## src/rtl/pc_fetch_pkg.sv

```systemverilog
// Shared types for the fetch unit: FSM state encoding and next-PC select codes.
// Latency: n/a (declarations only).
// Backpressure: n/a.
package pc_fetch_pkg;

    localparam int XLEN = 32;

    typedef enum logic [1:0] {
        IDLE = 2'b00,
        REQ  = 2'b01,
        DONE = 2'b10
    } state_t;

    typedef enum logic [1:0] {
        PC_INC = 2'b00,
        PC_BR  = 2'b01,
        PC_J   = 2'b10,
        PC_JR  = 2'b11
    } pcsrc_t;

    function automatic logic [XLEN-1:0] word_align(input logic [XLEN-1:0] a);
        return {a[XLEN-1:2], 2'b00};
    endfunction

endpackage

```

## src/rtl/pc_increment.sv

```systemverilog
// Sequential-PC adder: produces PC + 4.
// Latency: combinational.
// Backpressure: none.
module pc_increment
    import pc_fetch_pkg::*;
(
    input  logic [XLEN-1:0] pc,
    output logic [XLEN-1:0] pc4
);

    assign pc4 = pc + XLEN'(4);

endmodule

```

## src/rtl/pc_fetch.sv

```systemverilog
// PC register, next-PC select and single-outstanding instruction fetch (IDLE/REQ/DONE).
// Latency: start edge -> REQ; IR and ir_valid appear one edge after imem_ready seen in REQ.
// Backpressure: REQ waits indefinitely for imem_ready; start/PCWre outside IDLE are dropped.
module pc_fetch
    import pc_fetch_pkg::*;
#(
    parameter logic [XLEN-1:0] RESET_PC = 32'h0000_0000
) (
    input  logic            CLK,
    input  logic            RST,
    input  logic            start,
    input  logic            PCWre,
    input  logic [1:0]      PCSrc,
    input  logic [XLEN-1:0] imm_ext,
    input  logic [25:0]     jaddr,
    input  logic [XLEN-1:0] rs_data,
    input  logic            imem_ready,
    input  logic [XLEN-1:0] imem_rdata,
    output logic            imem_req,
    output logic [XLEN-1:0] imem_addr,
    output logic [XLEN-1:0] PC,
    output logic [XLEN-1:0] PC4,
    output logic [XLEN-1:0] IR,
    output logic            ir_valid,
    output logic            busy,
    output logic            addr_err
);

    state_t          state;
    state_t          state_nxt;
    logic [XLEN-1:0] pc_nxt;
    logic            pc_load;
    logic            jr_misaligned;

    pc_increment u_pc_increment (
        .pc  (PC),
        .pc4 (PC4)
    );

    always_comb begin
        pc_nxt = PC4;
        case (pcsrc_t'(PCSrc))
            PC_INC:  pc_nxt = PC4;
            PC_BR:   pc_nxt = PC4 + (imm_ext << 2);
            PC_J:    pc_nxt = {PC4[31:28], jaddr, 2'b00};
            PC_JR:   pc_nxt = word_align(rs_data);
            default: pc_nxt = PC4;
        endcase
    end

    // PC only moves between fetches so the address stays stable while REQ is open.
    assign pc_load       = (state == IDLE) && PCWre;
    assign jr_misaligned = pc_load && (PCSrc == PC_JR) && (rs_data[1:0] != 2'b00);
    assign imem_addr     = PC;

    always_comb begin
        state_nxt = state;
        imem_req  = 1'b0;
        busy      = 1'b0;
        ir_valid  = 1'b0;
        case (state)
            IDLE: begin
                if (start) state_nxt = REQ;
            end
            REQ: begin
                imem_req = 1'b1;
                busy     = 1'b1;
                if (imem_ready) state_nxt = DONE;
            end
            DONE: begin
                ir_valid  = 1'b1;
                state_nxt = IDLE;
            end
            default: state_nxt = IDLE;
        endcase
    end

    always_ff @(posedge CLK) begin
        if (RST) begin
            state    <= IDLE;
            PC       <= RESET_PC;
            IR       <= '0;
            addr_err <= 1'b0;
        end else begin
            state    <= state_nxt;
            addr_err <= jr_misaligned;
            if (pc_load) PC <= pc_nxt;
            if ((state == REQ) && imem_ready) IR <= imem_rdata;
        end
    end

endmodule

```

## config.mk

```make
export PLATFORM = sky130hd
export DESIGN_NAME = pc_fetch
export DESIGN_NICKNAME = d
export VERILOG_FILES = /design/src/rtl/pc_fetch_pkg.sv /design/src/rtl/pc_increment.sv /design/src/rtl/pc_fetch.sv
export SDC_FILE = /design/constraint.sdc
export NUM_CORES = 1
export LEC_CHECK = 0
export ABC_AREA = 1
export CAP_MARGIN = 20
export CORE_AREA = 2 2 123 125
export CTS_BUF_LIST = sky130_fd_sc_hd__clkbuf_4 sky130_fd_sc_hd__clkbuf_8 sky130_fd_sc_hd__clkbuf_16
export CTS_CLUSTER_DIAMETER = 200
export CTS_CLUSTER_SIZE = 14
export DETAILED_ROUTE_END_ITERATION = 12
export DIE_AREA = 0 0 125 127
export PLACE_DENSITY_LB_ADDON = 0.25
export SYNTH_ARGS = -nofsm -noshare
export SYNTH_HDL_FRONTEND = slang
export SYNTH_SLANG_ARGS = --single-unit
```

## constraint.sdc

```tcl
create_clock -name CLK -period 2.9 [get_ports CLK]
set_input_delay 0.29 -clock CLK [delete_from_list [all_inputs] [get_ports CLK]]
set_output_delay 0.29 -clock CLK [all_outputs]
set_load 0.02 [all_outputs]
```

Word-level counts from Yosys, hierarchy flattened
Cells that the tools add are included.

storage, ports and cells
  bits in registers = 67
  bits of input ports = 129
  output and inout port bits = 132
  word-level logic and storage cells = 27

cells by class
  add/subtract/negate cells = 2
  equal/unequal tests = 7
  multiplexer cells = 6
  reduce and logical (&&, ||, !) cells = 8

operator list
  kind                     count
  $pmux W32 S4             1
  $add A32 B3 Y32 const B  1
  $add A32 B32 Y32         1
  $eq A2 B2 Y1 const B     3
  $eq A2 B1 Y1 const B     2
  $logic_and A1 B1 Y1      4
  $logic_not A2 Y1         2
  $mux W2                  2
  $ne A2 B2 Y1 const B     2
  $pmux W2 S2              1
  $mux W1                  2
  $reduce_and A2 Y1        1
  $reduce_bool A2 Y1       1

Depth between registers and ports, before layout
Gate-level depths: netlist of run 1.

  depth after elaboration = 4
  depth in mapped cells = 23
  gate-level depth less buffers = 23

Hierarchy
Synthesis of run 1 repeated with hierarchy kept, for this count alone.

second synthesis, totals
  cells, all modules = 1,119
  area total of the unflattened synthesis = 6,527.5 µm²

modules (own cells, without submodules)
  module        times used  cells an instance  area each (µm²)
  pc_fetch      1           942                5,617.9
  pc_increment  1           177                909.6

Least setup slack after synthesis of run 1
No wires, ideal clock.

  path kind = register to register
  start = register PC[2]
  end = register PC[23]
  setup time = 0.132 ns
  arrival time = 2.915 ns
  required time = 2.768 ns
  path slack = -0.147 ns
  stages on the path, launching flop included = 19
  clock period less this slack = 3.047 ns
  cells stage by stage = dfxtp_1 > inv_1 > nor2_1 > nand4_1 > xnor2_1 > ha_1 > nand2_1 > inv_1 > nand2_1 > nand2_1 > a21oi_1 > nand2_1 > nand2_1 > nand2_1 > or2_2 > nand3_1 > nand2_1 > nand2_1 > a21oi_1

on the way
  word-level cells in the longest chain between the ends = 3

RTL lines
  element                 line                RTL
  from (decl)             pc_fetch.sv:21      output logic [XLEN-1:0] PC,
  from (signal assigned)  pc_fetch.sv:87      if (pc_load) PC <= pc_nxt;
  $add A32 B3 Y32         pc_increment.sv:11  assign pc4 = pc + XLEN'(4);
  via PC4[2]              pc_fetch.sv:22      output logic [XLEN-1:0] PC4,
  $add A32 B32 Y32        pc_fetch.sv:44      PC_BR: pc_nxt = PC4 + (imm_ext << 2);
  $pmux W32 S4            pc_fetch.sv:42      case (pcsrc_t'(PCSrc))

The timed path passes the listed nets, and every way through them passes these cells.
A chain may end at the register's enable or synchronous reset.

Worst setup path in the final report of run 1
  start = register PC[10]
  end = register PC[19]

on the way
  word-level cells in the longest chain between the ends = 3

RTL lines
  element              line
  $add A32 B3 Y32 (*)  pc_increment.sv:11
  $add A32 B32 Y32     pc_fetch.sv:44
  $pmux W32 S4 (*)     pc_fetch.sv:42

Mark *: on every way between the ends. The rest lies on a longest branch, timed or not.

==> results, run 1 <==
- Setup repair after global routing could not meet its margin everywhere.
- The number of synthesized flops with an enable pin is 0.
- The final reports fail on setup timing.
- The placement-stage cell area is 9720 um2.
- The H-tree was split into 3 levels.
- The cell area after layout is 11500 um2.
- The clock-pin slew on the worst setup and hold paths is 0.06 ns.
- The max-slew violation total from the final report is 0.
- The first global-routing pass estimated 40200 um of wire.
- The sequential area share after synthesis is 0.209.
- The fill cell total of the finished layout is 1011.
- The analysis attributes to cell leakage a power of 5.05 nW.
- The per-instance average area after synthesis is 5.89 um2.
- The repair_antennas step left the layout with diodes totalling 0.
- The highest clock rate is 336 MHz.
- The horizontal die dimension is 125 um.
- The primary flip-flop cell chosen by synthesis mapping is sky130_fd_sc_hd__dfxtp_1.
- The gate count after technology mapping is 1058.
- The floorplan die height is 127 um.
- The initial cell density of the core is 0.432.
- At the pin with the least slew margin, the transition time is 0.770 ns.
- After the first detailed-routing iteration, the DRC count stood at 834.
- After floorplanning, the core was divided into 44 placement rows.
- The area of the multi-input gates is 5260 um2.
- Of the available clock period, the critical path in the final layout requires 1.03.
- The flow ran to the end, but the final reports show violations.
- The synthesis-stage register bit count is 65.
- After detailed routing, the number of remaining DRC violations is 0.
- The root buffer cell chosen for the clock tree is sky130_fd_sc_hd__clkbuf_16.
- The pin count of the biggest net entering global routing is 42.
- The routed wire length is 28800 um.
- The worst IR drop on VDD is 334 uV.
- Sorting the synthesized cells by area gives the leading types as sky130_fd_sc_hd__dfxtp_1, sky130_fd_sc_hd__nand2_1, sky130_fd_sc_hd__a21oi_1.
- The library cells used most frequently in the layout, excluding fill and tap cells, are sky130_fd_sc_hd__nand2_1, sky130_fd_sc_hd__clkdlybuf4s50_1, sky130_fd_sc_hd__buf_4.
- After synthesis, the share of cell area in mux cells is 0.
- The layout overhead on the synthesized area is 84.2%.
- The fraction of layout instances using a drive strength above 1 is 0.317.
- The adder-cell share of the synthesized area is 0.0714.
- The number of buffers on the longest clock path is 2.
- Across every metal layer, demand over resource in global routing totals 0.316.
- The weighted congestion reported at the end of routability-driven placement is 1.00.
- For this run, the post-layout net count is 1589.
- The XOR/XNOR share of the synthesized area is 0.0291.
- The area taken by flip-flops and latches is 1330 um2.
- The class of the most critical hold timing path is flop to flop.
- The clock latency of the later-clocked register in the worst-skew pair is 0.34 ns.
- Of the total synthesized cell area, the portion taken by AND, OR, NAND and NOR gates is 0.391.
- Data on the critical path arrives at its endpoint at 3.24 ns.
- The post-route worst setup slack is -0.0748 ns.
- After synthesis, the share of flip-flops with an asynchronous set or reset is 0.
- For the final database, setup skew stands at 0.0113 ns.
- The complex-gate fraction of the synthesized area was 0.155.
- The clock tree from TritonCTS is yes.
- The CTS sink count is 65.
- The number of buffers added by the clock tree synthesis step is 9.
- During placement, the flow inserted port buffers numbering 252.
- The floorplan step defined a core boundary enclosing 14400 um2.
- The library cell occupying the most area in the post-synthesis netlist is sky130_fd_sc_hd__dfxtp_1.
- For this block, the via count after detailed routing is 8770.
- The most common library cell in the layout ignoring fill and taps is sky130_fd_sc_hd__nand2_1.
- The placed wire-length estimate is 20500 um.
- In this run the power density over the cells is 360 nW/um2.
- The time the final worst path needs with I/O delays and setup is 2.97 ns.
- After detailed routing, the average wire length per cell comes to 17.8 um.
- During I/O placement, the number of pins put on the boundary was 261.
- The count of unique library cells instantiated by Yosys is 45.
- The remaining antenna violation count is 0.
- After detailed routing, the number of vias per cell comes to 5.43.
- The peak fanout along the critical path is 3.
- The required time of the critical path is 3.17 ns.
- The relative max-transition margin is 0.486.
- Of the post-synthesis cell area, the dominant cell type holds 0.209.
- The final count of negative-setup-slack endpoints is 7.
- The nature of the critical path endpoint is a flop.
- Leaving out filler cells and counting taps, the final layout contains 1614.
- The floorplan step defined a die boundary enclosing 15900 um2.
- Summing every instance area after synthesis gives 6240 um2.
- The setup path with the least slack is of type flop to flop.
- For this run, the number of Yosys warnings is 0.
- The number of max-capacitance violations reported is 0.
- The type of origin of the critical path is a flop.
- The final count of hold timing violations is 0.
- For this run the aggregate overflow at the end of global routing stands at 0.
- Counting tap cells, the placed design contains a total of 1573 instances.
- The largest family of logic cells by synthesized area is simple AND/OR/NAND/NOR gates.
- The initial antenna violation count was 0.
- The number of global-route vias before repair is 7916.
- The iteration count of the initial detailed-routing pass is 6.
==> final timing paths <==
check	startpoint	end	slack, ns	depth (start not counted)
setup reg to reg	PC[10]$_SDFFE_PP0P_	PC[19]$_SDFFE_PP0P_	-0.07	21
hold / removal	IR[4]$_SDFFE_PP0P_	IR[4]$_SDFFE_PP0P_	0.46	2
setup / recovery	PC[10]$_SDFFE_PP0P_	PC[19]$_SDFFE_PP0P_	-0.07	21
hold reg to reg	IR[4]$_SDFFE_PP0P_	IR[4]$_SDFFE_PP0P_	0.46	2
==> critical path: stages, from the launching register on <==
cell and delay [ns]:
sky130_fd_sc_hd__dfxtp_2 0.35, sky130_fd_sc_hd__nand4_1 0.19, sky130_fd_sc_hd__inv_2 0.11, sky130_fd_sc_hd__buf_4 0.12, sky130_fd_sc_hd__nand2_1 0.06, sky130_fd_sc_hd__nor2_2 0.17
sky130_fd_sc_hd__xnor2_1 0.19, sky130_fd_sc_hd__inv_1 0.15, sky130_fd_sc_hd__ha_4 0.30, sky130_fd_sc_hd__nand2_1 0.06, sky130_fd_sc_hd__nand2_2 0.09, sky130_fd_sc_hd__inv_1 0.05
sky130_fd_sc_hd__nand2_1 0.08, sky130_fd_sc_hd__buf_4 0.11, sky130_fd_sc_hd__inv_1 0.05, sky130_fd_sc_hd__o21bai_2 0.17, sky130_fd_sc_hd__inv_1 0.09, sky130_fd_sc_hd__nand3b_1 0.09
sky130_fd_sc_hd__nand3_1 0.10, sky130_fd_sc_hd__nand2_1 0.10, sky130_fd_sc_hd__nand3_1 0.10, sky130_fd_sc_hd__a21oi_2 0.17
==> layer usage <==
layer,vias up,GRT usage,routed length [um]
met4,0,0.131,1520
met5,-,0,0
met3,107,0.0544,2470
met2,505,0.543,14100
met1,4031,0.392,10700
li1,4127,-,-
==> power breakdown <==
| part | internal, mW | leakage, nW | switching [mW] |
|---|---|---|---|
| registers | 0.947 | 0.538 | 0.0532 |
| logic | 0.903 | 4.36 | 1.02 |
| clock network | 0.761 | 0.157 | 0.451 |
| total | 2.61 | 5.05 | 1.53 |
==> synthesized netlist by cell type, types with 4 or more instances <==
library cell	n
sky130_fd_sc_hd__nand2_1	331
sky130_fd_sc_hd__inv_1	126
sky130_fd_sc_hd__a21oi_1	99
sky130_fd_sc_hd__nand3_1	86
sky130_fd_sc_hd__nor2_1	83
sky130_fd_sc_hd__dfxtp_1	65
sky130_fd_sc_hd__o21ai_0	39
sky130_fd_sc_hd__buf_4	37
sky130_fd_sc_hd__ha_1	34
sky130_fd_sc_hd__clkbuf_1	29
sky130_fd_sc_hd__nand4_1	17
sky130_fd_sc_hd__a221oi_1	12
sky130_fd_sc_hd__xor2_1	11
sky130_fd_sc_hd__nand3b_1	9
sky130_fd_sc_hd__or2_2	8
sky130_fd_sc_hd__nor3_1	7
sky130_fd_sc_hd__nor2_2	6
sky130_fd_sc_hd__xnor2_1	6
sky130_fd_sc_hd__nand2_2	5
sky130_fd_sc_hd__a31oi_1	4
sky130_fd_sc_hd__buf_2	4
sky130_fd_sc_hd__inv_2	4
sky130_fd_sc_hd__o21bai_1	4
==> cell families after synthesis <==
group	Yosys count
XOR/XNOR	19
other	1
buffers and inverters	201
adder cells (fa/ha/maj)	35
flip-flops	65
AND/OR/NAND/NOR	564
AO/OA/AOI/OAI	173
==> what timing repair did <==
| item | in CTS | in global routing |
|---|---|---|
| pin swaps | 22 | 100 |
| hold buffers | 0 | 0 |
| setup endpoints to repair | 22 | 31 |
| resized for setup | 68 | 253 |
| setup buffers | 6 | 21 |
| hold endpoints to repair | 0 | 0 |
==> sequential cells by signal, indices dropped and copies added, names as in the netlist <==
name / cells
addr_err: 1
state: 2
IR: 32
PC: 30
==> final cells by class <==
cell class                 count  area share
multi-input combinational    797       0.458
timing repair buffer         421       0.333
sequential                    65       0.116
inverter                     131      0.0439
tap                          184      0.0200
clock buffer                   9      0.0196
clock inverter                 7     0.00893
==> metrics by stage <==
stage                     power (mW)   util  TNS, ns  setup slack, ns  hold WS [ns]
after floorplan                 1.81      -  -0.0474          -0.0457         0.437
after global placement          2.55  0.674    -1.36           -0.125         0.447
after detailed placement        2.57  0.674    -2.77           -0.209         0.452
after CTS                       3.83  0.721  -0.0174         -0.00658         0.446
after global routing            4.30  0.796    -2.71           -0.200         0.478
final                           4.14  0.796   -0.185          -0.0748         0.458
Note: power is estimated with default switching activity, not from simulation.
==> inputs of run 2 (changes only) <==
--- a/config.mk
+++ b/config.mk
@@ -13,7 +13,7 @@
 export CTS_CLUSTER_SIZE = 14
 export DETAILED_ROUTE_END_ITERATION = 12
 export DIE_AREA = 0 0 125 127
-export PLACE_DENSITY_LB_ADDON = 0.25
+export PLACE_DENSITY_LB_ADDON = 0.15
 export SYNTH_ARGS = -nofsm -noshare
 export SYNTH_HDL_FRONTEND = slang
 export SYNTH_SLANG_ARGS = --single-unit
==> results, run 2 (same netlist as run 1, synthesis figures left out) <==
- The flow ran to the end, but the final reports show violations.
- The checks that failed: setup timing.
- The post-route worst setup slack came to -0.0409 ns (+0.0340 ns).
- The horizontal die dimension is 125 um (unchanged).
- The number of buffers on the longest clock path came to 2 (unchanged).
- The global router's overall resource usage came to 0.319 (+0.00367).
- The critical path in this run is classified as flop to flop.
- The number of buffers inserted by port buffering was 252 (unchanged).
- The worst IR drop on VDD was 353 uV (+5.5%).
- The net total in the final layout is 1592 (+0.19%).
- The iteration count of the initial detailed-routing pass came to 5 (-1).
- The register ranked first by flip-flop count is IR.
- The cell area after layout was 11100 um2 (-2.9%).
- The pin count of the biggest net entering global routing is 42 (unchanged).
- The aggregate global routing overflow is 0 (unchanged).
- In the layout the commonest cells are sky130_fd_sc_hd__nand2_1, sky130_fd_sc_hd__clkdlybuf4s50_1, sky130_fd_sc_hd__buf_4.
- The power density over the cells is 360 nW/um2 (about the same).
- The clock-pin slew on the worst setup and hold paths was 0.06 ns (about the same).
- The worst endpoint data arrival time is 3.14 ns (-0.10 ns).
- The number of max-capacitance violations reported was 0 (unchanged).
- The final worst hold slack is 0.439 ns (-0.0194 ns).
- The CTS H-tree depth was 3 (unchanged).
- The number of buffers added by the clock tree synthesis step is 9 (unchanged).
- The class of the most critical hold timing path is primary input to flop.
- The final count of hold timing violations came to 0 (unchanged).
- The clock tree from TritonCTS is yes.
- The clock latency of the later-clocked register in the worst-skew pair is 0.33 ns (about the same).
- The weighted congestion reported at the end of routability-driven placement came to 0.991 (-0.82%).
- The fraction of power spent switching nets is 0.354 (-0.0150).
- The net switching power was 1.42 mW (-6.9%).
- The DRC violation count after routing was 0 (unchanged).
- The met3 track demand over resource in global routing is 0.0641 (+0.00963).
- The final setup skew is 0.00680 ns (-0.00446 ns).
- The slew at the pin closest to its max-slew limit is 0.675 ns (-0.0946 ns).
- The part of the cycle the worst path needs is 1.01 (-0.0117).
- The peak fanout along the critical path is 4 (+1).
- The CTS sink count is 65 (unchanged).
- The highest clock rate is 340 MHz (+1.2%).
- The number of flip-flops under the largest register name is 32 (unchanged).
- The fill cell total of the finished layout is 1109 (+9.7%).
- The detailed-route via count is 8503 (-3.0%).
- The placed wire-length estimate came to 20700 um (+0.92%).
- The met1 demand-to-capacity share in global routing is 0.385 (-0.00657).
- The final count of negative-setup-slack endpoints is 5 (-2).
- The internal power summed over all cells is 2.59 mW (-0.61%).
- The clock network fraction of design power is 0.299 (+0.006).
- The initial cell density of the core is 0.432 (unchanged).
- The placement-stage cell area is 9790 um2 (+0.64%).
- The remaining antenna violation count is 0 (unchanged).
- The summed negative setup slack over all endpoints is -0.115 ns (+0.0696 ns).
- The largest registers in the layout are IR: 32 flops, PC: 30 flops, state: 2 flops.
- The met2 usage in global routing came to 0.544 (+0.000959).
- The type of origin of the critical path is a flop.
- The time the final worst path needs with I/O delays and setup came to 2.94 ns (-0.0340 ns).
- The routed wire length was 27300 um (-5.3%).
- The detailed router's first-iteration violation count is 698 (-16%).
- The overall die area was 15900 um2 (unchanged).
- The pre-CTS worst setup slack was -0.208 ns (+0.000905 ns).
- The fraction of layout instances using a drive strength above 1 is 0.270 (-0.0474).
- The root buffer cell chosen for the clock tree is sky130_fd_sc_hd__clkbuf_16.
- The leakage power of the design is 5.00 nW (-1.1%).
- The diode insertion count for antenna repair is 0 (unchanged).
- The number of top-level design ports is 261 (unchanged).
- The number of rows created at floorplan came to 44 (unchanged).
- The number of global-route vias before repair is 7963 (+0.59%).
- The relative max-transition margin was 0.549 (+0.0631).
- The routed length per placed instance is 16.9 um (-5.4%).
- The initial antenna violation count is 0 (unchanged).
- The floorplan die height came to 127 um (unchanged).
- Setup repair after global routing could not meet its margin everywhere.
- The nature of the critical path endpoint is a flop.
- The wire length of the first global-routing pass is 40300 um (+0.29%).
- The required time of the critical path is 3.10 ns (-0.07 ns).
- The core utilization of the finished layout came to 0.773 (-0.0232).
- The total core area came to 14400 um2 (unchanged).
- The most common library cell in the layout ignoring fill and taps is sky130_fd_sc_hd__nand2_1.
- The max-slew violation total from the final report is 0 (unchanged).
- The layout overhead on the synthesized area is 78.8%.
- The combinational share of power was 0.453 (-0.012).
- The share of power burned in registers is 0.248 (+0.006).
- The via-per-instance ratio came to 5.26 (-3.2%).
- After global routing, the most crowded layer is met2.
-- run 2: per-stage QoR --
stage / std cells / total power [mW]
final: 1617 / 4.02
after global routing: 1617 / 4.19
after CTS: 1603 / 3.85
after detailed placement: 1583 / 2.59
after global placement: 1583 / 2.57
after floorplan: 1063 / 1.81
-- run 2: final timing paths --
path | startpoint | endpoint | slack, ns | cells past startpoint
worst max-delay path | PC[2]$_SDFFE_PP0P_ | PC[24]$_SDFFE_PP0P_ | -0.04 | 18
worst min-delay path | RST | PC[16]$_SDFFE_PP0P_ | 0.44 | 2
worst max register to register | PC[2]$_SDFFE_PP0P_ | PC[24]$_SDFFE_PP0P_ | -0.04 | 18
worst min register to register | IR[12]$_SDFFE_PP0P_ | IR[12]$_SDFFE_PP0P_ | 0.46 | 2
-- run 2: timing repair --
item | in CTS | in global routing
hold buffers | 0 | 0
pin swaps | 20 | 63
gates cloned | 0 | 0
gates resized for setup | 76 | 139
setup buffers | 4 | 15
setup endpoints to repair | 20 | 29
-- run 2: metal layers --
layer / up-vias / routed length (um)
li1: 4132 / -
met1: 3826 / 10600
met2: 443 / 13000
met3: 102 / 2160
met4: 0 / 1510
met5: - / 0
-- run 2: power by group through the flow --
stage	combinational [mW]	sequential, mW	clock [mW]
3_3_place_gp	1.57	1.01	0
3_5_place_dp	1.58	1.01	0
6_report	1.82	0.998	1.20
4_1_cts	1.65	0.993	1.21
2_1_floorplan	0.726	1.08	0
5_1_grt	1.94	1.00	1.25
-- run 2: worst max-delay path: stages (launching register included) --
cell	delay [ns]
sky130_fd_sc_hd__dfxtp_4	0.38
sky130_fd_sc_hd__buf_6	0.10
sky130_fd_sc_hd__inv_1	0.05
sky130_fd_sc_hd__nor2_2	0.16
sky130_fd_sc_hd__nand2_1	0.10
sky130_fd_sc_hd__nor2_2	0.16
sky130_fd_sc_hd__nand4_1	0.11
sky130_fd_sc_hd__xor2_1	0.15
sky130_fd_sc_hd__buf_4	0.15
sky130_fd_sc_hd__inv_1	0.11
sky130_fd_sc_hd__ha_4	0.23
sky130_fd_sc_hd__a21oi_1	0.20
sky130_fd_sc_hd__o21ai_0	0.14
sky130_fd_sc_hd__a21oi_1	0.22
sky130_fd_sc_hd__nand4_1	0.15
sky130_fd_sc_hd__nand3_1	0.17
sky130_fd_sc_hd__nand2_1	0.07
sky130_fd_sc_hd__nand2_1	0.10
sky130_fd_sc_hd__a21oi_1	0.07
-- run 2: final cells by class --
cell class,instances,area (um2),share of cell area
clock buffers,10,239,0.0214
repair buffers,424,3840,0.345
multi-input cells,797,4930,0.442
flip-flops and latches,65,1320,0.118
inverters,131,494,0.0443
well taps,184,230,0.0206
clock inverters,6,90.1,0.00808
